$ cat src/rtl/instr_fetch_unit_if.sv
// Fetch-unit bus bundle: instruction-memory request/response, redirect input and decode handoff.
// Both handshakes transfer on a cycle where valid (imem_req / instr_valid) and ready (imem_gnt / instr_ready) are both high.
interface instr_fetch_unit_if #(
    parameter int XLEN = 32
);
    logic            imem_req;
    logic [XLEN-1:0] imem_addr;
    logic            imem_gnt;
    logic            imem_rvalid;
    logic [XLEN-1:0] imem_rdata;
    logic            redirect;
    logic [XLEN-1:0] redirect_pc;
    logic            instr_valid;
    logic            instr_ready;
    logic [XLEN-1:0] instr;
    logic [XLEN-1:0] instr_pc;

    modport master (
        output imem_req, imem_addr, instr_valid, instr, instr_pc,
        input  imem_gnt, imem_rvalid, imem_rdata, redirect, redirect_pc, instr_ready
    );

    modport slave (
        input  imem_req, imem_addr, instr_valid, instr, instr_pc,
        output imem_gnt, imem_rvalid, imem_rdata, redirect, redirect_pc, instr_ready
    );
endinterface

$ cat src/rtl/instr_fetch_unit.sv
// Instruction fetch stage: PC, memory requests, prefetch FIFO and redirect handling with stale-response discard.
// Optional misaligned-redirect trap is enabled by defining FETCH_MISALIGN_TRAP_EN.
module instr_fetch_unit #(
    parameter int              XLEN     = 32,
    parameter logic [XLEN-1:0] RESET_PC = '0,
    parameter int              DEPTH    = 2
) (
    input  logic               clk,
    input  logic               rst,
    instr_fetch_unit_if.master bus,
`ifdef FETCH_MISALIGN_TRAP_EN
    output logic               fetch_misalign,
`endif
    output logic [0:0]         dbg_state
);
    localparam int AW = $clog2(DEPTH);
    localparam int CW = AW + 1;

`ifdef FETCH_MISALIGN_TRAP_EN
    typedef enum logic [0:0] { ST_RUN = 1'b0, ST_HALT = 1'b1 } state_t;
`else
    typedef enum logic [0:0] { ST_RUN = 1'b0 } state_t;
`endif

    state_t          r_state;
    logic [XLEN-1:0] r_fetch_pc;
    logic [CW-1:0]   r_count;
    logic [CW-1:0]   r_outstanding;
    logic [CW-1:0]   r_discard;
    logic [AW-1:0]   r_wr_ptr;
    logic [AW-1:0]   r_rd_ptr;
    logic [AW-1:0]   r_pcq_wr;
    logic [AW-1:0]   r_pcq_rd;
    logic [XLEN-1:0] r_fifo_instr [DEPTH];
    logic [XLEN-1:0] r_fifo_pc    [DEPTH];
    logic [XLEN-1:0] r_pcq        [DEPTH];
`ifdef FETCH_MISALIGN_TRAP_EN
    logic            r_misalign;
`endif

    logic            w_pop;
    logic            w_req;
    logic            w_grant;
    logic            w_rsp;
    logic            w_keep;
    logic [CW:0]     w_used;
    logic [CW-1:0]   w_out_next;
    logic [XLEN-1:0] w_target;

    assign w_pop = (r_count != '0) && bus.instr_ready;

    // A head entry leaving this cycle frees its slot for a new request, which keeps 1 instr/cycle with DEPTH=2.
    assign w_used  = {1'b0, r_count} + {1'b0, r_outstanding} - (CW+1)'(w_pop);
    assign w_req   = !rst && (r_state == ST_RUN) && !bus.redirect && (w_used < (CW+1)'(DEPTH));
    assign w_grant = w_req && bus.imem_gnt;
    assign w_rsp   = bus.imem_rvalid && (r_outstanding != '0);
    assign w_keep  = w_rsp && (r_discard == '0) && !bus.redirect;

    assign w_out_next = r_outstanding + CW'(w_grant) - CW'(w_rsp);
    assign w_target   = {bus.redirect_pc[XLEN-1:2], 2'b00};

`ifndef FETCH_MISALIGN_TRAP_EN
    logic w_unused_pc_lsb;
    assign w_unused_pc_lsb = ^bus.redirect_pc[1:0];
`endif

    assign bus.imem_req    = w_req;
    assign bus.imem_addr   = r_fetch_pc;
    assign bus.instr_valid = (r_count != '0);
    assign bus.instr       = r_fifo_instr[r_rd_ptr];
    assign bus.instr_pc    = r_fifo_pc[r_rd_ptr];
    assign dbg_state       = r_state;
`ifdef FETCH_MISALIGN_TRAP_EN
    assign fetch_misalign  = r_misalign;
`endif

    always_ff @(posedge clk) begin
        if (rst) begin
            r_state       <= ST_RUN;
            r_fetch_pc    <= RESET_PC;
            r_count       <= '0;
            r_outstanding <= '0;
            r_discard     <= '0;
            r_wr_ptr      <= '0;
            r_rd_ptr      <= '0;
            r_pcq_wr      <= '0;
            r_pcq_rd      <= '0;
            for (int i = 0; i < DEPTH; i++) begin
                r_fifo_instr[i] <= '0;
                r_fifo_pc[i]    <= '0;
                r_pcq[i]        <= '0;
            end
`ifdef FETCH_MISALIGN_TRAP_EN
            r_misalign    <= 1'b0;
`endif
        end else begin
            r_outstanding <= w_out_next;
            if (bus.redirect) begin
                // Everything still in flight after this cycle belongs to the old path.
                r_discard  <= w_out_next;
                r_count    <= '0;
                r_wr_ptr   <= '0;
                r_rd_ptr   <= '0;
                r_pcq_wr   <= '0;
                r_pcq_rd   <= '0;
                r_fetch_pc <= w_target;
`ifdef FETCH_MISALIGN_TRAP_EN
                if (bus.redirect_pc[1:0] != 2'b00) begin
                    r_state    <= ST_HALT;
                    r_misalign <= 1'b1;
                end else begin
                    r_state    <= ST_RUN;
                    r_misalign <= 1'b0;
                end
`endif
            end else begin
                if (w_grant) begin
                    r_pcq[r_pcq_wr] <= r_fetch_pc;
                    r_pcq_wr        <= r_pcq_wr + AW'(1);
                    r_fetch_pc      <= r_fetch_pc + XLEN'(4);
                end
                if (w_rsp && (r_discard != '0)) begin
                    r_discard <= r_discard - CW'(1);
                end
                if (w_keep) begin
                    r_fifo_instr[r_wr_ptr] <= bus.imem_rdata;
                    r_fifo_pc[r_wr_ptr]    <= r_pcq[r_pcq_rd];
                    r_wr_ptr               <= r_wr_ptr + AW'(1);
                    r_pcq_rd               <= r_pcq_rd + AW'(1);
                end
                if (w_pop) begin
                    r_rd_ptr <= r_rd_ptr + AW'(1);
                end
                r_count <= r_count + CW'(w_keep) - CW'(w_pop);
            end
        end
    end

    always_ff @(posedge clk) begin
        if (!rst) begin
            assert (!(bus.imem_rvalid && (r_outstanding == '0)));
            assert (!(w_keep && !w_pop && (r_count == CW'(DEPTH))));
        end
    end
endmodule

$ cat src/flat_wrapper.sv
// flat-port wrapper written by rule: the top's interface ports become plain ports
module instr_fetch_unit_flat 
#(
    parameter int              XLEN     = 32,
    parameter logic [XLEN-1:0] RESET_PC = '0,
    parameter int              DEPTH    = 2
)
  (clk, rst, dbg_state, bus_imem_req, bus_imem_addr, bus_instr_valid, bus_instr, bus_instr_pc, bus_imem_gnt, bus_imem_rvalid, bus_imem_rdata, bus_redirect, bus_redirect_pc, bus_instr_ready);
  instr_fetch_unit_if #(.XLEN(XLEN)) bus_i ();
  input  logic clk;
  input  logic rst;
  output logic [0:0] dbg_state;
  output wire logic [$bits(bus_i.imem_req)-1:0] bus_imem_req;
  output wire logic [$bits(bus_i.imem_addr)-1:0] bus_imem_addr;
  output wire logic [$bits(bus_i.instr_valid)-1:0] bus_instr_valid;
  output wire logic [$bits(bus_i.instr)-1:0] bus_instr;
  output wire logic [$bits(bus_i.instr_pc)-1:0] bus_instr_pc;
  input wire logic [$bits(bus_i.imem_gnt)-1:0] bus_imem_gnt;
  input wire logic [$bits(bus_i.imem_rvalid)-1:0] bus_imem_rvalid;
  input wire logic [$bits(bus_i.imem_rdata)-1:0] bus_imem_rdata;
  input wire logic [$bits(bus_i.redirect)-1:0] bus_redirect;
  input wire logic [$bits(bus_i.redirect_pc)-1:0] bus_redirect_pc;
  input wire logic [$bits(bus_i.instr_ready)-1:0] bus_instr_ready;
  assign bus_imem_req = bus_i.imem_req;
  assign bus_imem_addr = bus_i.imem_addr;
  assign bus_instr_valid = bus_i.instr_valid;
  assign bus_instr = bus_i.instr;
  assign bus_instr_pc = bus_i.instr_pc;
  assign bus_i.imem_gnt = bus_imem_gnt;
  assign bus_i.imem_rvalid = bus_imem_rvalid;
  assign bus_i.imem_rdata = bus_imem_rdata;
  assign bus_i.redirect = bus_redirect;
  assign bus_i.redirect_pc = bus_redirect_pc;
  assign bus_i.instr_ready = bus_instr_ready;
  instr_fetch_unit #(.XLEN(XLEN), .RESET_PC(RESET_PC), .DEPTH(DEPTH)) u_core (.clk(clk), .rst(rst), .bus(bus_i), .dbg_state(dbg_state));
endmodule
$ cat config.mk
export PLATFORM = sky130hd
export DESIGN_NAME = instr_fetch_unit_flat
export DESIGN_NICKNAME = d
export VERILOG_FILES = /design/src/rtl/instr_fetch_unit_if.sv /design/src/rtl/instr_fetch_unit.sv /design/src/flat_wrapper.sv
export SDC_FILE = /design/constraint.sdc
export NUM_CORES = 1
export LEC_CHECK = 0
export CAP_MARGIN = 20
export CORE_ASPECT_RATIO = 1.2
export CORE_MARGIN = 4
export CORE_UTILIZATION = 48
export CTS_CLUSTER_DIAMETER = 120
export DETAILED_ROUTE_END_ITERATION = 8
export GPL_TIMING_DRIVEN = 0
export HOLD_SLACK_MARGIN = 0.05
export PLACE_DENSITY = 0.76
export SLEW_MARGIN = 40
export SYNTH_ARGS = -nofsm -noshare
export SYNTH_HDL_FRONTEND = slang
export SYNTH_SLANG_ARGS = --single-unit
$ cat constraint.sdc
create_clock -name clk -period 7.1 [get_ports clk]
set_clock_uncertainty 0.2 [all_clocks]
set_input_delay 1.065 -clock clk [delete_from_list [all_inputs] [get_ports clk]]
set_output_delay 1.065 -clock clk [all_outputs]
set_load 0.005 [all_outputs]
---- Word level (Yosys, flattened, before mapping) ----
Memories as Yosys holds them, arrays and structs flattened. A register that Yosys moved wholly into a read port is not among the register bits.
Index checks and enable logic that the tools add are counted.
storage, ports and cells
  bits in registers ....................... 42
  RAM bits ................................ 192
  input port bits ......................... 70
  output and inout bits ................... 99
  word-level logic and storage cells ...... 74
  memories kept ........................... 3
operators by class
  add/subtract/negate cells ............... 12
  magnitude comparators ................... 1
  mux-type cells .......................... 29
  reduce and logical (&&, ||, !) cells .... 20
memory list
  memory               depth  bits a word  read ports  clocked after memory_dff  write ports  RTL line                source
  u_core.r_fifo_instr  2      32           1           1                         2            instr_fetch_unit.sv:34  logic [XLEN-1:0] r_fifo_instr [DEPTH];
  u_core.r_fifo_pc     2      32           1           1                         2            instr_fetch_unit.sv:35  logic [XLEN-1:0] r_fifo_pc [DEPTH];
  u_core.r_pcq         2      32           1           1                         2            instr_fetch_unit.sv:36  logic [XLEN-1:0] r_pcq [DEPTH];
operator list
  kind                                                number
  two-way mux 32 bit                                  5
  OR reduction 32 bit                                 3
  adder 32 x 3 -> 32 bit, second input constant       1
  two-way mux 1 bit                                   22
  nonzero test 2 bit                                  5
  logical AND 1 bit                                   8
  adder 1 bit, second input constant                  4
  adder 2 x 1 -> 2 bit                                2
  two-way mux 2 bit                                   2
  subtractor 2 x 1 -> 2 bit                           2
  adder 2 x 2 -> 3 bit                                1
  < comparator 3 x 2 -> 1 bit, second input constant  1
  subtractor 3 x 1 -> 3 bit                           1
  zero test 1 bit                                     2
  zero test 2 bit                                     1
  OR reduction 2 bit                                  1
  subtractor 2 x 1 -> 2 bit, second input constant    1

---- Logic depth before layout (Yosys ltp) ----
Gate-level depths: netlist of run 1.
  depth after elaboration ................. 12
  depth in mapped cells ................... 17
  gate-level depth less buffers ........... 15

---- Worst setup path after synthesis of run 1 ----
OpenSTA, ideal clock, no wires.
  path type ............................... input port to flip-flop
  start point ............................. input port bus_redirect
  end point ............................... memory u_core.r_fifo_instr[0][0], enable pin
  arrival time ............................ 6,080 ps
  required time ........................... 6,326 ps
  slack ................................... 246 ps
  cell stages on the path ................. 3
  path buffers ............................ 2
  cell sequence ........................... clkbuf_1 -> clkbuf_1 -> o31ai_1
RTL lines
  element             RTL line                source
  start: declaration  flat_wrapper.sv:21      input wire logic [$bits(bus_i.redirect)-1:0] bus_redirect;
  end: declaration    instr_fetch_unit.sv:34

---- Final worst setup path of run 1 ----
  start point ............................. input port bus_instr_ready
  end point ............................... output port bus_imem_req
between the ends
  word-level cells in the longest chain between the ends .. 4
RTL lines
  element                      RTL line                source
  start: declaration           flat_wrapper.sv:23      input wire logic [$bits(bus_i.instr_ready)-1:0] bus_instr_ready;
  logical AND 1 bit            instr_fetch_unit.sv:50  assign w_pop = (r_count != '0) && bus.instr_ready;
  named net u_core.w_pop       instr_fetch_unit.sv:41  logic w_pop;
  subtractor 3 x 1 -> 3 bit    instr_fetch_unit.sv:53  assign w_used = {1'b0, r_count} + {1'b0, r_outstanding} - (CW+1)'(w_pop);
  < comparator 3 x 2 -> 1 bit  instr_fetch_unit.sv:54  assign w_req = !rst && (r_state == ST_RUN) && !bus.redirect && (w_used < (CW+1)'(DEPTH));
  logical AND 1 bit            instr_fetch_unit.sv:54
  end: declaration             flat_wrapper.sv:13      output wire logic [$bits(bus_i.imem_req)-1:0] bus_imem_req;
The timed path passes the listed nets, and every way through them passes these cells.

==> PnR_summary.wiki, run 1 <==
{| class="wikitable"
! Metric !! Value
|-
| Overall power consumption || 0.003424 W
|-
| Final standard cell count with taps included and fillers excluded || 1297
|-
| Endpoint arrival time on the critical path || 3.76 ns
|-
| Vias post-DR || 6939
|-
| Length in cells of the worst reg-to-reg path || 14
|-
| Wire length of the first global-routing pass || 36.63 mm
|-
| Crit end category || output port
|-
| Cell count after placement || 1257
|-
| Instance area at placement || 12270 sq um
|-
| Die boundary width || 140.9 um
|-
| Buffers from clock root to sink, at most || 3
|-
| Critical Path Start || bus_instr_ready
|-
| Chain of cells forming the critical path || clkdlybuf4s50_1 > and2_1 > ha_1 > inv_1 > nand2_1 > fa_1 > xor2_1 > and3_1 > clkdlybuf4s50_1
|-
| Family with the most delay on the worst path || buffers and inverters
|-
| Footprint of the multi-input gates || 3541 sq um
|-
| Worst path bufs/invs || 3
|-
| Leakage || 4.859 nW
|-
| Vertical die dimension || 167.5 um
|-
| Final hold viol count || 0
|-
| Crit-path max cell delay || 0.50 ns
|-
| Buffer type at the clock tree root || sky130_fd_sc_hd__clkbuf_16
|-
| Register area share after synthesis || 0.6258
|-
| Total length of routed wires || 23.02 mm
|-
| Synthesized netlist cell count || 813
|-
| Path category of the worst min-delay check || register to register
|-
| Count of endpoints failing setup in the final report || 0
|-
| Maximum fanout count along the critical path || 5
|-
| Share of synthesized registers carrying an async set or reset || 0
|-
| Arithmetic-cell share of the synthesized area counting full adders, half adders and majority gates || 0.01058
|-
| Least-Margin Pin Slew || 0.7320 ns
|-
| Routability-driven placement congestion ratio || 0.8947
|-
| Type of the setup path with the least slack || primary input to output port
|-
| Worst skew pair latency || 0.49 ns
|-
| Number of buffers inserted during clock tree synthesis || 22
|-
| Synth-to-Final Area Change || 27.92%
|-
| Outcome || finished clean
|-
| Final cycle utilization of the critical path || 0.7083
|-
| Initial drt markers || 359
|-
| Setup slack of the most critical reg-to-reg path || 2.89 ns
|-
| Antenna violations before repair || 0
|-
| Number of slew-limit violations in the final report || 0
|-
| Per-cell via count in the routed design || 5.350
|-
| Number of placement rows || 58
|-
| Global-route usage over all layers || 0.1928
|-
| Max rail drop VDD || 165.2 uV
|-
| Remaining antenna violation count after routing || 0
|-
| Number of sinks handled by clock tree synthesis || 226
|-
| Share of layout cells above drive strength 1 || 0.1344
|-
| Number of flops mapped to enable cells by yosys || 184
|-
| Final antenna diode count || 0
|-
| Number of cells on the critical path || 9
|-
| Total of fill cells in the finished design || 1636
|-
| Hold slack final || 0.3162 ns
|-
| Netlist cell types || 54
|-
| Via count of the first global-routing pass || 7019
|-
| GRT busiest layer || met2
|-
| Core region area || 20900 sq um
|-
| Residual overflow from global routing || 0
|-
| Synth Area in Simple Gates || 0.1669
|-
| Clock transition at the registers of the reported paths || 0.06 ns
|-
| Total I/O pin count || 169
|-
| Flip-flop cell with the highest count after synthesis || sky130_fd_sc_hd__edfxtp_1
|-
| Met1 Use GR || 0.2430
|-
| Pre-Repair DR Iteration Count || 5
|-
| Number of warning messages in the yosys log || 0
|-
| RSZ-0062 raised after global routing || false
|-
| Startpoint types || primary input
|-
| Total DRC errors in the routed layout || 0
|-
| Count of input and output buffers || 161
|-
| Cts repair resizes || 0
|-
| Setup_tns || 0 ns
|-
| Critical Path Slowest Stage Cell || sky130_fd_sc_hd__clkdlybuf4s50_1
|-
| Die ar. || 23600 sq um
|-
| Maximum achievable frequency || 198.9 MHz
|-
| Detailed Place HPWL || 16.65 mm
|-
| Sequential cell area in the final layout || 6366 sq um
|-
| Crit Reg-Reg Startpoint || u_core.r_count[1]
|-
| Avg WL per Cell || 17.75 um
|-
| Met2 Resource Use GR || 0.3448
|-
| Largest net degree at the start of global routing || 35
|-
| Cts-stage hold buffer count || 0
|-
| Initial core utilization || 0.4868
|-
| Power density normalized to cell area || 263.1 nW/um^2
|-
| Met3 GRT Util || 0.02828
|-
| Most used cell along the critical path || sky130_fd_sc_hd__clkdlybuf4s50_1
|-
| Setup Buffers After CTS || 0
|-
| Xor and xnor area share after synthesis || 0.02238
|-
| CP endpoint || bus_imem_req
|-
| Fraction of the mapped netlist area in compound gates || 0.04366
|-
| Net count, final || 1089
|-
| Post-Synthesis Cell Area || 10170 sq um
|-
| Average cell area after synthesis || 12.51 sq um
|-
| Slew headroom || 0.5083
|-
| Post-layout min period || 5.029 ns
|-
| Data required time at the worst endpoint || 5.83 ns
|-
| Area of all placed cells without fillers || 13010 sq um
|-
| H-tree level count || 1
|-
| Endpoint of the most critical register-to-register path || u_core.r_pcq[1][5]
|-
| Main combinational cell family by area after synthesis || simple AND/OR/NAND/NOR gates
|-
| Multiplexer share of the synthesized area || 0.09925
|-
| Number of maximum-capacitance violations || 0
|-
| TritonCTS clock tree || yes
|-
| Flops & latches, synth || 226
|}
-- metal layers --
layer / vias to the layer above / part of all wire
met2: 224 / 0.51
met3: 39 / 0.057
met1: 3332 / 0.40
li1: 3344 / -
met5: - / 0
met4: 0 / 0.025
-- cells in the mapped netlist, types with 3 or more instances --
master                       n  area (sq um)
sky130_fd_sc_hd__edfxtp_1  184          5525
sky130_fd_sc_hd__nor2_1     91         341.6
sky130_fd_sc_hd__and2_1     70         437.9
sky130_fd_sc_hd__and3_1     69         431.7
sky130_fd_sc_hd__mux2_2     62         698.2
sky130_fd_sc_hd__clkbuf_1   45         168.9
sky130_fd_sc_hd__dfxtp_1    42         840.8
sky130_fd_sc_hd__nand2_1    38         142.6
sky130_fd_sc_hd__mux2i_1    30         300.3
sky130_fd_sc_hd__a21oi_1    19         95.09
sky130_fd_sc_hd__xor2_1     15         131.4
sky130_fd_sc_hd__xnor2_1    11         96.34
sky130_fd_sc_hd__a31oi_1    10         62.56
sky130_fd_sc_hd__buf_2      10         50.05
sky130_fd_sc_hd__inv_1      10         37.54
sky130_fd_sc_hd__nand3_1    10         50.05
sky130_fd_sc_hd__nand4_1    10         62.56
sky130_fd_sc_hd__o22ai_1    10         62.56
sky130_fd_sc_hd__nor3_1      9         45.04
sky130_fd_sc_hd__ha_1        7         87.58
sky130_fd_sc_hd__o21ai_1     7         35.03
sky130_fd_sc_hd__buf_4       5         37.54
sky130_fd_sc_hd__a22oi_1     4         30.03
sky130_fd_sc_hd__o21ai_0     4         20.02
sky130_fd_sc_hd__a211oi_1    3         22.52
sky130_fd_sc_hd__nor4_1      3         18.77
-- flip-flops by register name (all words and copies together) (netlist names), named ones only --
register              flops
u_core.r_pcq_wr           1
u_core.r_wr_ptr           1
u_core.r_pcq_rd           1
u_core.r_pcq             60
u_core.r_rd_ptr           1
u_core.r_fifo_instr      64
u_core.bus.imem_addr     30
u_core.r_outstanding      2
u_core.r_discard          2
u_core.r_count            2
u_core.r_fifo_pc         60
-- worst min path at each step --
stage                    startpoint  endpoint  slack (ns)  cells past startpoint
floorplan           u_core.r_pcq_rd  register        0.27                      2
global placement    u_core.r_pcq_rd  register        0.28                      2
detailed placement  u_core.r_rd_ptr  register        0.30                      2
CTS                 u_core.r_rd_ptr  register        0.32                      2
global route        u_core.r_rd_ptr  register        0.34                      2
finish              u_core.r_rd_ptr  register        0.32                      2
-- cells by family (layout without fill, tap and decap cells) --
family | after synthesis | after routing
compound gates | 70 | 70
flops | 226 | 226
mux | 93 | 93
fa+ha+maj | 8 | 8
buf+inv | 74 | 284
simple gates | 315 | 315
xor+xnor | 26 | 26
other cells | 1 | 5
-- per-stage QoR --
step | util | worst slack, ns
after floorplan | - | 0.2461
after global placement | 0.5808 | -3.011
final | 0.6227 | 2.071
after global routing | 0.6227 | 1.956
after detailed placement | 0.5872 | 1.925
after CTS | 0.6227 | 2.090
-- cell type report --
cell class,count,share of cell area
inverters,12,0.003461
clock buffers,25,0.04557
multi-input cells,517,0.2721
flip-flops and latches,226,0.4892
clock inverters,15,0.01144
plain buffers,62,0.02086
well taps,270,0.02596
repair buffers,170,0.1314
-- power breakdown --
group	internal (W)	switching (W)
sequential	0.00156	0.0000556
clock	0.000708	0.000475
combinational	0.000304	0.000319
-- worst register-to-register path, stage by stage (launching register included) --
cell and delay, ns:
sky130_fd_sc_hd__dfxtp_1 0.35, sky130_fd_sc_hd__inv_1 0.07, sky130_fd_sc_hd__nand2_1 0.08, sky130_fd_sc_hd__and2_1 0.26, sky130_fd_sc_hd__ha_1 0.28, sky130_fd_sc_hd__inv_1 0.07
sky130_fd_sc_hd__nand2_1 0.06, sky130_fd_sc_hd__fa_1 0.41, sky130_fd_sc_hd__xor2_1 0.44, sky130_fd_sc_hd__nand2_1 0.20, sky130_fd_sc_hd__inv_2 0.13, sky130_fd_sc_hd__buf_2 0.25
sky130_fd_sc_hd__clkbuf_1 0.34, sky130_fd_sc_hd__nand2_1 0.11, sky130_fd_sc_hd__nand2_2 0.56
-- placed cells by master (no fill, tap or decap), types with 3 or more instances in the layout --
| cell | n |
|---|---|
| sky130_fd_sc_hd__nand4_1 | 10 |
| sky130_fd_sc_hd__xor2_1 | 15 |
| sky130_fd_sc_hd__clkbuf_16 | 23 |
| sky130_fd_sc_hd__bufinv_16 | 3 |
| sky130_fd_sc_hd__a22oi_1 | 4 |
| sky130_fd_sc_hd__mux2i_1 | 30 |
| sky130_fd_sc_hd__buf_4 | 9 |
| sky130_fd_sc_hd__nand3_1 | 10 |
| sky130_fd_sc_hd__xnor2_1 | 11 |
| sky130_fd_sc_hd__buf_6 | 4 |
| sky130_fd_sc_hd__buf_2 | 10 |
| sky130_fd_sc_hd__inv_1 | 10 |
| sky130_fd_sc_hd__nand2_1 | 36 |
| sky130_fd_sc_hd__clkinv_2 | 8 |
| sky130_fd_sc_hd__ha_1 | 7 |
| sky130_fd_sc_hd__clkdlybuf4s50_1 | 161 |
| sky130_fd_sc_hd__a31oi_1 | 10 |
| sky130_fd_sc_hd__dfxtp_1 | 42 |
| sky130_fd_sc_hd__o21ai_1 | 6 |
| sky130_fd_sc_hd__mux2_2 | 62 |
| sky130_fd_sc_hd__a211oi_1 | 3 |
| sky130_fd_sc_hd__clkbuf_1 | 46 |
| sky130_fd_sc_hd__and3_1 | 69 |
| sky130_fd_sc_hd__edfxtp_1 | 184 |
| sky130_fd_sc_hd__nor4_1 | 3 |
| sky130_fd_sc_hd__nor3_1 | 9 |
| sky130_fd_sc_hd__conb_1 | 5 |
| sky130_fd_sc_hd__nor2_1 | 91 |
| sky130_fd_sc_hd__a21oi_1 | 19 |
| sky130_fd_sc_hd__o22ai_1 | 10 |
| sky130_fd_sc_hd__o21ai_0 | 4 |
| sky130_fd_sc_hd__clkinv_1 | 3 |
| sky130_fd_sc_hd__and2_1 | 70 |
Note: power is estimated with default switching activity, not from simulation.
==> run 2: changes to the inputs <==
--- a/config.mk
+++ b/config.mk
@@ -8,12 +8,12 @@
 export CAP_MARGIN = 20
 export CORE_ASPECT_RATIO = 1.2
 export CORE_MARGIN = 4
-export CORE_UTILIZATION = 48
+export CORE_UTILIZATION = 54
 export CTS_CLUSTER_DIAMETER = 120
 export DETAILED_ROUTE_END_ITERATION = 8
 export GPL_TIMING_DRIVEN = 0
 export HOLD_SLACK_MARGIN = 0.05
-export PLACE_DENSITY = 0.76
+export PLACE_DENSITY = 0.81
 export SLEW_MARGIN = 40
 export SYNTH_ARGS = -nofsm -noshare
 export SYNTH_HDL_FRONTEND = slang
==> constraint.sdc (replaced) <==
create_clock -name clk -period 4.9 [get_ports clk]
set_clock_uncertainty 0.2 [all_clocks]
set_input_delay 0.735 -clock clk [delete_from_list [all_inputs] [get_ports clk]]
set_output_delay 0.735 -clock clk [all_outputs]
set_load 0.005 [all_outputs]
==> PnR_summary.wiki, run 2 (synthesis gave the netlist of run 1 again) <==
{| class="wikitable"
! Metric !! Value
|-
| Outcome || finished clean
|-
| Total length of routed wires || 23.07 mm (+0.22%)
|-
| Initial drt markers || 430 (+20%)
|-
| Vertical die dimension || 158.4 um (-5.4%)
|-
| Length in cells of the worst reg-to-reg path || 14 (unchanged)
|-
| Buffers from clock root to sink, at most || 3 (unchanged)
|-
| Share of layout cells above drive strength 1 || 0.1288 (-0.005591)
|-
| Vias post-DR || 7001 (+0.89%)
|-
| Routability-driven placement congestion ratio || 0.9128 (+2.0%)
|-
| Top flop regs || u_core.r_fifo_instr (64), u_core.r_fifo_pc (60), u_core.r_pcq (60)
|-
| Data required time at the worst endpoint || 4.82 ns (-1.01 ns)
|-
| Startpoint types || primary input
|-
| Final cycle utilization of the critical path || 0.9283
|-
| Via count of the first global-routing pass || 7215 (+2.8%)
|-
| Setup slack of the most critical reg-to-reg path || 0.48 ns (-2.41 ns)
|-
| Number of flip-flops under the largest register name || 64 (unchanged)
|-
| Die boundary width || 133.3 um (-5.4%)
|-
| Leakage || 4.824 nW (-0.72%)
|-
| Leading cell type in the layout, fill and taps excluded || sky130_fd_sc_hd__edfxtp_1
|-
| Detailed Place HPWL || 16.65 mm (about the same)
|-
| Net count, final || 1089 (unchanged)
|-
| Count of input and output buffers || 161 (unchanged)
|-
| Register bank with the most flops || u_core.r_fifo_instr
|-
| Antenna violations before repair || 0 (unchanged)
|-
| Avg WL per Cell || 18.07 um (+1.8%)
|-
| Synth-to-Final Area Change || 27.22%
|-
| Worst skew pair latency || 0.49 ns (about the same)
|-
| Core region area || 18380 sq um (-12%)
|-
| Remaining antenna violation count after routing || 0 (unchanged)
|-
| Clock transition at the registers of the reported paths || 0.06 ns (about the same)
|-
| Initial core utilization || 0.5536 (+0.06681)
|-
| Number of buffers inserted during clock tree synthesis || 22 (unchanged)
|-
| Hold Path Origin || u_core.r_pcq_rd
|-
| Buffer type at the clock tree root || sky130_fd_sc_hd__clkbuf_16
|-
| Hold slack final || 0.3281 ns (+0.01187 ns)
|-
| Setup_tns || 0 ns (unchanged)
|-
| Cts repair resizes || 0 (unchanged)
|-
| Total DRC errors in the routed layout || 0 (unchanged)
|-
| Wire length of the first global-routing pass || 36.86 mm (+0.64%)
|-
| Number of slew-limit violations in the final report || 0 (unchanged)
|-
| Least-Margin Pin Slew || 0.7254 ns (-0.006593 ns)
|-
| Endpoint arrival time on the critical path || 4.47 ns (+0.71 ns)
|-
| Setup Buffers After CTS || 0 (unchanged)
|-
| Type of the setup path with the least slack || primary input to register
|-
| TritonCTS clock tree || yes
|-
| Max rail drop VDD || 225.2 uV (+36%)
|-
| Count of endpoints failing setup in the final report || 0 (unchanged)
|-
| Maximum achievable frequency || 219.8 MHz
|-
| Per-cell via count in the routed design || 5.482 (+2.5%)
|-
| Number of sinks handled by clock tree synthesis || 226 (unchanged)
|-
| Crit Reg-Reg Startpoint || u_core.r_count[1]
|-
| Power density normalized to cell area || 377.2 nW/um^2 (+43%)
|-
| Most used cells in the layout excluding fill and tap cells || sky130_fd_sc_hd__edfxtp_1, sky130_fd_sc_hd__clkdlybuf4s50_1, sky130_fd_sc_hd__nor2_1
|-
| Crit end category || register
|-
| CP endpoint || u_core.r_pcq[1][16]
|-
| Final core occ || 0.7042 (+0.08158)
|-
| Critical Path Start || bus_instr_ready
|-
| RSZ-0062 raised after global routing || false
|-
| Final hold viol count || 0 (unchanged)
|-
| H-tree level count || 1 (unchanged)
|-
| Maximum fanout count along the critical path || 30 (+25)
|-
| Path category of the worst min-delay check || register to register
|-
| Residual overflow from global routing || 0 (unchanged)
|-
| Global-route usage over all layers || 0.2175 (+0.02468)
|-
| Number of maximum-capacitance violations || 0 (unchanged)
|-
| Post-layout min period || 4.549 ns
|-
| Final antenna diode count || 0 (unchanged)
|-
| Cts-stage hold buffer count || 0 (unchanged)
|-
| Endpoint of the most critical register-to-register path || u_core.r_pcq[1][16]
|-
| Die ar. || 21110 sq um (-11%)
|-
| Largest net degree at the start of global routing || 34 (-2.9%)
|-
| Slew headroom || 0.5164 (+0.008150)
|-
| Pre-Repair DR Iteration Count || 5 (unchanged)
|-
| Total I/O pin count || 169 (unchanged)
|-
| Number of placement rows || 54 (-6.9%)
|}
-- run 2: cell types whose count changed in the layout (fill, tap and decap cells not counted) --
cell | previous run | this run
sky130_fd_sc_hd__bufinv_16 | 3 | 2
sky130_fd_sc_hd__clkbuf_1 | 46 | 47
sky130_fd_sc_hd__clkbuf_8 | 1 | 0
sky130_fd_sc_hd__clkinv_1 | 3 | 6
sky130_fd_sc_hd__clkinv_2 | 8 | 3
sky130_fd_sc_hd__clkinvlp_2 | 0 | 1
-- run 2: worst min path at each step --
stage | endpoint | slack (ns) | cells past startpoint
after global routing | u_core.r_pcq_rd | 0.36 | 2
after CTS | u_core.r_pcq_rd | 0.33 | 2
after floorplan | register | 0.27 | 2
final | u_core.r_pcq_rd | 0.33 | 2
after detailed placement | u_core.r_pcq_rd | 0.31 | 2
after global placement | u_core.r_pcq_rd | 0.28 | 2
-- run 2: through the flow --
stage / power [W] / worst slack, ns / cells / cell area [sq um]
2_1_floorplan: 0.002847 / 0.2110 / 817 / 10190
3_3_place_gp: 0.003252 / -1.854 / 1230 / 12120
3_5_place_dp: 0.003289 / -0.1015 / 1239 / 12250
4_1_cts: 0.004905 / 0.4147 / 1277 / 12940
5_1_grt: 0.005080 / 0.2506 / 1277 / 12940
6_report: 0.004882 / 0.3512 / 1277 / 12940
-- run 2: cell type report --
| type | instances | area (sq um) |
|---|---|---|
| Tap cell | 252 | 315.3 |
| Fill cell | 1333 | 5435 |
| Sequential cell | 226 | 6366 |
| Timing Repair Buffer | 170 | 1710 |
| Clock buffer | 25 | 583.1 |
| Multi-Input combinational cell | 517 | 3541 |
| Buffer | 62 | 271.5 |
| Inverter | 12 | 45.04 |
| Clock inverter | 13 | 110.1 |
-- run 2: critical path, stage by stage --
cell,delay [ns]
sky130_fd_sc_hd__clkdlybuf4s50_1,0.45
sky130_fd_sc_hd__and2_1,0.23
sky130_fd_sc_hd__ha_1,0.27
sky130_fd_sc_hd__inv_1,0.08
sky130_fd_sc_hd__nand2_1,0.06
sky130_fd_sc_hd__fa_1,0.41
sky130_fd_sc_hd__xor2_1,0.50
sky130_fd_sc_hd__nand2_1,0.23
sky130_fd_sc_hd__inv_2,0.14
sky130_fd_sc_hd__buf_2,0.27
sky130_fd_sc_hd__clkbuf_1,0.39
sky130_fd_sc_hd__nand2_1,0.13
sky130_fd_sc_hd__nand2_2,0.56
-- run 2: metal layers --
layer,share of wire,track usage,vias up
met5,0,0,-
met4,0.029,0.08378,0
met3,0.069,0.03445,47
met2,0.52,0.3940,284
met1,0.38,0.2632,3342
li1,-,-,3328
-- run 2: power breakdown --
group	switching [W]	leakage [nW]	internal (W)
combinational	0.000470	2.24	0.000441
sequential	0.0000809	2.25	0.00226
clock	0.000673	0.335	0.000954
total	0.00122	4.82	0.00366
==> variant 1, RTL diff (flow settings as in run 2) <==
`DEPTH` is set to 2 in 2 places; all go to 4. Comments in the files are not updated.
--- a/src/rtl/instr_fetch_unit.sv
+++ b/src/rtl/instr_fetch_unit.sv
@@ -4,5 +4,5 @@
     parameter int              XLEN     = 32,
     parameter logic [XLEN-1:0] RESET_PC = '0,
-    parameter int              DEPTH    = 2
+    parameter int              DEPTH    = 4
 ) (
     input  logic               clk,
--- a/src/flat_wrapper.sv
+++ b/src/flat_wrapper.sv
@@ -4,5 +4,5 @@
     parameter int              XLEN     = 32,
     parameter logic [XLEN-1:0] RESET_PC = '0,
-    parameter int              DEPTH    = 2
+    parameter int              DEPTH    = 4
 )
   (clk, rst, dbg_state, bus_imem_req, bus_imem_addr, bus_instr_valid, bus_instr, bus_instr_pc, bus_imem_gnt, bus_imem_rvalid, bus_imem_rdata, bus_redirect, bus_redirect_pc, bus_instr_ready);
Function: changed (Yosys sat finds a counterexample within 4 cycles, from zero or initial values and one cycle with rst high).
==> variant 1 against run 2 <==
Worst setup slack got worse by 0.18 ns. Power increased by 75%. Sequential cell count increased by 193. Register-to-register slack improved by 0.10 ns. Non-clock buffer count increased by 30. Die area increased by 78%. Routed wire length increased by 88%. Cell area increased by 72%. Clock power increased by 88%. Final cell count increased by 56%. Global-route usage increased by 1.6 points. Via count increased by 67%. Area after synthesis increased by 83%. Largest cell class unchanged.
==> variant 1: results (changes against run 2) <==
Setup path
  – Slowest CP cell: nor2_1 (was nand2_2)
  – Flop2flop setup slack: 0.58 ns (was 0.48 ns)
  – Crit path max fanout: 8 (was 30)
  – Critical path arrival: 3.80 ns (was 4.47 ns)
  – RR Endpoint: u_core.r_discard[2] (was u_core.r_pcq[1][16])

Clocking
  – CTS Buf Count: 41 (was 22)
  – Skew-Pair Late Insertion Delay: 0.56 ns (was 0.49 ns)
  – H-tree levels: 2 (was 1)

Finish
  – Final #Nets: 1,588 (was 1,089)
  – Largest regs: u_core.r_fifo_instr x128, u_core.r_fifo_pc x120, u_core.r_pcq x120 (was u_core.r_fifo_instr x64, u_core.r_fifo_pc x60, u_core.r_pcq x60)
  – Layout cells sized above 1: 14.1% (was 12.9%)

Synthesis
  – Compound-Gate Fraction of Synth Area: 3.43% (was 4.37%)
  – Synth Area in Adders: 0.954% (was 1.06%)
  – Syn avg cell area: 14.4 um^2 (was 12.5 um^2)
  – Synth cell types: 66 (was 54)
  – Top cells by area, synth: edfxtp_1 (59%), mux4_2 (11%), and2_1 (6.0%), dfxtp_1 (5.5%), nor2_1 (2.6%) (was edfxtp_1 (54%), dfxtp_1 (8.3%), mux2_2 (6.9%), and2_1 (4.3%), and3_1 (4.2%))
  – Post-synthesis mux area share: 11.2% (was 9.92%)

Place
  – Estimated wirelength of the detail-placed design: 28,800 um (was 16,600 um)
  – RD Place Congestion: 0.896 (was 0.913)
  – # placed instances: 1,917 (was 1,239)

Power
  – Leak Pwr: 8.18 nW (was 4.82 nW)
  – Maximum VDD drop: 268 uV (was 225 uV)

Outcome
  – Run status: complete, no violations (unchanged)

GRT
  – Largest net degree at the start of global routing: 35 (was 34)

Drt
  – DRT iter0 DRCs: 1,324 (was 430)

STA
  – Worst rel slew slack: 41.4% (was 51.6%)
-- variant 1: cell type report --
| type | instances | area (um^2) |
|---|---|---|
| Sequential cell | 419 | 12100 |
| Fill cell | 2367 | 11800 |
| Multi-Input combinational cell | 725 | 6010 |
| Timing Repair Buffer | 167 | 1730 |
| Clock buffer | 65 | 1180 |
| Tap cell | 456 | 571 |
| Buffer | 95 | 409 |
| Inverter | 56 | 210 |
| Clock inverter | 10 | 129 |
-- variant 1: kinds of logic (layout without fill, tap and decap cells) --
kind of cell               Yosys count  count (layout)
AOI/OAI and AO/OA                   74              74
xor gates and xnor gates            21              21
adders and majority gates           13              13
buffers and inverters              151             393
DFF                                419             419
muxes                               93              93
other                                1               5
and+or+nand+nor                    519             519
-- variant 1: worst reg2reg max path: cells and delay by family (launching register included) --
family          cells  cell delay, ns
flops               1            0.36
compound gates      3            0.83
simple gates        3            0.86
fa+ha+maj           4            1.16
xor+xnor            1            0.24
buf+inv             3            0.51
-- variant 1: power by group --
| part | switching [mW] | internal [mW] |
|---|---|---|
| combinational | 0.731 | 0.533 |
| clock | 1.31 | 1.76 |
| sequential | 0.107 | 4.12 |
| total | 2.15 | 6.42 |
-- variant 1: worst max-delay path by stage --
stage	depth (start not counted)	to	from	slack [ns]
6_report	10	bus_imem_req	u_core.r_count[1]	0.17
3_3_place_gp	5	u_core.r_fifo_instr[1][16]	bus_imem_rvalid	-0.86
5_1_grt	10	bus_imem_req	u_core.r_count[1]	0.02
2_1_floorplan	5	u_core.r_fifo_instr[0][0]	bus_redirect	1.17
3_5_place_dp	10	u_core.r_pcq[1][18]	bus_instr_ready	-0.02
4_1_cts	10	bus_imem_req	u_core.r_count[1]	0.14
-- variant 1: per-layer routing --
| metal | global-route usage, % | vias to the layer above | part of all wire [%] | wire length (um) |
|---|---|---|---|---|
| met1 | 29.5 | 5792 | 37 | 16200 |
| met5 | 0 | - | 0 | 0 |
| met2 | 40.6 | 602 | 51 | 22200 |
| li1 | - | 5207 | - | - |
| met4 | 9.02 | 0 | 3.3 | 1430 |
| met3 | 4.09 | 114 | 8.1 | 3520 |
-- variant 1: stage by stage --
stage / util (%) / instance area, um^2 / setup slack, ns / hold slack (ns) / total power [mW]
after floorplan: - / 18600 / 1.17 / 0.285 / 5.00
after global placement: 61.1 / 20800 / -0.855 / 0.304 / 5.51
after detailed placement: 61.6 / 21000 / -0.0158 / 0.318 / 5.55
after CTS: 65.4 / 22300 / 0.137 / 0.348 / 8.58
after global routing: 65.5 / 22300 / 0.0220 / 0.372 / 8.87
final: 65.5 / 22300 / 0.169 / 0.345 / 8.57
==> variant 2, RTL diff (flow settings as in run 2) <==
Made on the original files. Register the output `dbg_state` once more; this adds one clock of latency there. The other outputs are not delayed to match.
--- a/src/rtl/instr_fetch_unit.sv
+++ b/src/rtl/instr_fetch_unit.sv
@@ -70,5 +70,7 @@
     assign bus.instr       = r_fifo_instr[r_rd_ptr];
     assign bus.instr_pc    = r_fifo_pc[r_rd_ptr];
-    assign dbg_state       = r_state;
+    always_ff @(posedge clk) begin
+        dbg_state <= r_state;
+    end
 `ifdef FETCH_MISALIGN_TRAP_EN
     assign fetch_misalign  = r_misalign;
Formal check against the unedited RTL: no difference found for any inputs over 4 cycles, from zero or initial values and one cycle with rst high; that may be too few to reach the edited logic, so the function may still have changed.
==> variant 2 against run 2 <==
Power rose by 1.5%. Via count rose by 0.61%. Area after synthesis barely moved. Sequential cell count did not move. Routed wire length rose by 3.9%. Cell area rose by 0.60%. Global-route usage rose by 0.90 points. Worst setup slack improved by 0.42 ns. Utilization rose by 0.42 points. Largest power group unchanged.
==> variant 2: results (changes against run 2) <==
Power
  – Maximum VDD drop: 265 uV (was 225 uV)
  – Cell Int Power: 3.75 mW (was 3.66 mW)
  – Leak Pwr: 4.81 nW (was 4.82 nW)

Setup path
  – RR Endpoint: u_core.r_pcq[1][6] (was u_core.r_pcq[1][16])
  – Critical path arrival: 4.05 ns (was 4.47 ns)
  – Crit-path max cell delay: 0.64 ns (was 0.56 ns)
  – Flop2flop setup slack: 0.94 ns (was 0.48 ns)
  – R2R depth: 13 (was 14)
  – Slowest CP cell: a21o_2 (was nand2_2)
  – Crit path max fanout: 30 (unchanged)
  – Reg2reg start: u_core.r_count[1] (unchanged)

Finish
  – Final #Nets: 1,079 (was 1,089)
  – Layout cells sized above 1: 13.0% (was 12.9%)
  – Diode count: 0 (unchanged)
  – Largest regs: u_core.r_fifo_instr x64, u_core.r_fifo_pc x60, u_core.r_pcq x60 (unchanged)

Place
  – DP Worst Slack: 0.314 ns (was -0.101 ns)
  – # placed instances: 1,229 (was 1,239)
  – Port-buffer cells: 161 (unchanged)
  – Estimated wirelength of the detail-placed design: 16,700 um (was 16,600 um)
  – RD Place Congestion: 0.926 (was 0.913)

Drt
  – Routed Wire Length: 24,000 um (was 23,100 um)
  – Routed vias/inst: 5.55 (was 5.48)
  – DRT iter0 DRCs: 455 (was 430)
  – First-pass iteration count of the detailed router: 5 (unchanged)
  – Routed len/inst: 18.9 um (was 18.1 um)

Clocking
  – Cts hold-fix bufs: 0 (unchanged)
  – CTS Buf Count: 22 (unchanged)
  – Clock Tree Buf Depth: 3 (unchanged)
  – H-tree levels: 1 (unchanged)
  – CTS Root Cell: clkbuf_16 (unchanged)
  – Clk slew on worst S/H paths: approximately 0.070 ns
  – Skew-Pair Late Insertion Delay: 0.50 ns
  – Post-CTS Setup Bufs: 0 (unchanged)
  – Post_cts resized: 0 (unchanged)

GRT
  – First-pass GRT wire length: 38,100 um (was 36,900 um)
  – Largest net degree at the start of global routing: 35 (was 34)
  – Initial antenna violation count: 0 (unchanged)
  – Overall fraction of global-route tracks in use: 22.6% (was 21.7%)
  – Number of global-route vias before repair: 7,358 (was 7,215)

Synthesis
  – Syn. warnings: 0 (unchanged)
  – Post-synth EDFFs: 184 (unchanged)
  – Sequential-to-total area share from yosys stat: 62.5% (was 62.6%)
  – Ys async rst share: 0% (unchanged)
  – Post-synth top cells: edfxtp_1 (184), and2_1 (96), nor2_1 (84), mux2_2 (63), dfxtp_1 (42) (was edfxtp_1 (184), nor2_1 (91), and2_1 (70), and3_1 (69), mux2_2 (62))
  – Synth cell types: 55 (was 54)
  – Syn avg cell area: 12.6 um^2 (was 12.5 um^2)
  – Top cells by area, synth: edfxtp_1 (54%), dfxtp_1 (8.3%), mux2_2 (7.0%), and2_1 (5.9%), nor2_1 (3.1%) (was edfxtp_1 (54%), dfxtp_1 (8.3%), mux2_2 (6.9%), and2_1 (4.3%), and3_1 (4.2%))

Outcome
  – Run status: complete, no violations (unchanged)

Worst hold path
  – Hold path depth: 2 (unchanged)
  – HP Start: u_core.r_pcq_rd (unchanged)
  – HP Class: flop to flop (unchanged)

STA
  – Worst rel slew slack: 48.0% (was 51.6%)
variant 2: worst max-delay path by stage:
stage / start / to / slack [ns] / depth (start not counted)
global placement: bus_redirect / u_core.r_fifo_instr[0][23] / -0.25 / 4
finish: bus_instr_ready / u_core.r_pcq[1][6] / 0.77 / 12
floorplan: bus_instr_ready / u_core.r_pcq[1][10] / 1.14 / 11
CTS: bus_instr_ready / u_core.r_pcq[1][5] / 0.83 / 12
global route: bus_instr_ready / u_core.r_pcq[1][2] / 0.51 / 12
detailed placement: bus_instr_ready / u_core.r_pcq[1][24] / 0.31 / 12
variant 2: logic make-up after synthesis:
family | count (synthesis) | synth area share, %
AOI/OAI and AO/OA | 78 | 4.79
DFF | 226 | 62.5
adders and majority gates | 8 | 1.06
muxes | 93 | 9.92
other | 1 | 0.0368
buffers and inverters | 79 | 3.19
xor gates and xnor gates | 24 | 2.06
and+or+nand+nor | 298 | 16.4
variant 2: per-layer routing:
metal	vias to the layer above	global-route usage [%]	wire (um)
met5	-	0	0
met2	322	40.2	11900
met3	70	3.48	1810
li1	3281	-	-
met4	0	8.28	799
met1	3371	28.4	9510
variant 2: layout make-up:
cell class | instances | area, um^2
Clock inverter | 8 | 100
Sequential cell | 226 | 6370
Buffer | 57 | 243
Clock buffer | 32 | 669
Inverter | 22 | 82.6
Fill cell | 1251 | 5360
Timing Repair Buffer | 166 | 1720
Multi-Input combinational cell | 506 | 3530
Tap cell | 252 | 315
variant 2: power by group through the flow:
stage	Combinational, mW	Sequential, mW	Clock, mW
after floorplan	0.436	2.36	0
after global placement	0.798	2.38	0
after detailed placement	0.842	2.39	0
after CTS	0.850	2.35	1.78
after global routing	0.926	2.37	1.84
final	0.846	2.35	1.76
variant 2: through the flow:
step / utilization (%) / hold WS, ns / power [mW] / area, um^2 / TNS (ns)
final: 70.8 / 0.304 / 4.96 / 13000 / 0
after global routing: 70.8 / 0.338 / 5.14 / 13000 / 0
after CTS: 70.8 / 0.313 / 4.98 / 13000 / 0
after detailed placement: 66.7 / 0.306 / 3.23 / 12300 / 0
after global placement: 66.0 / 0.281 / 3.18 / 12100 / -15.78
after floorplan: - / 0.267 / 2.80 / 10200 / 0
variant 2: worst max-delay path: cells and delay by family:
family	cells	cell delay, ns
compound gates	1	0.64
simple gates	3	0.53
fa+ha+maj	2	0.68
buf+inv	5	1.27
xor+xnor	1	0.17
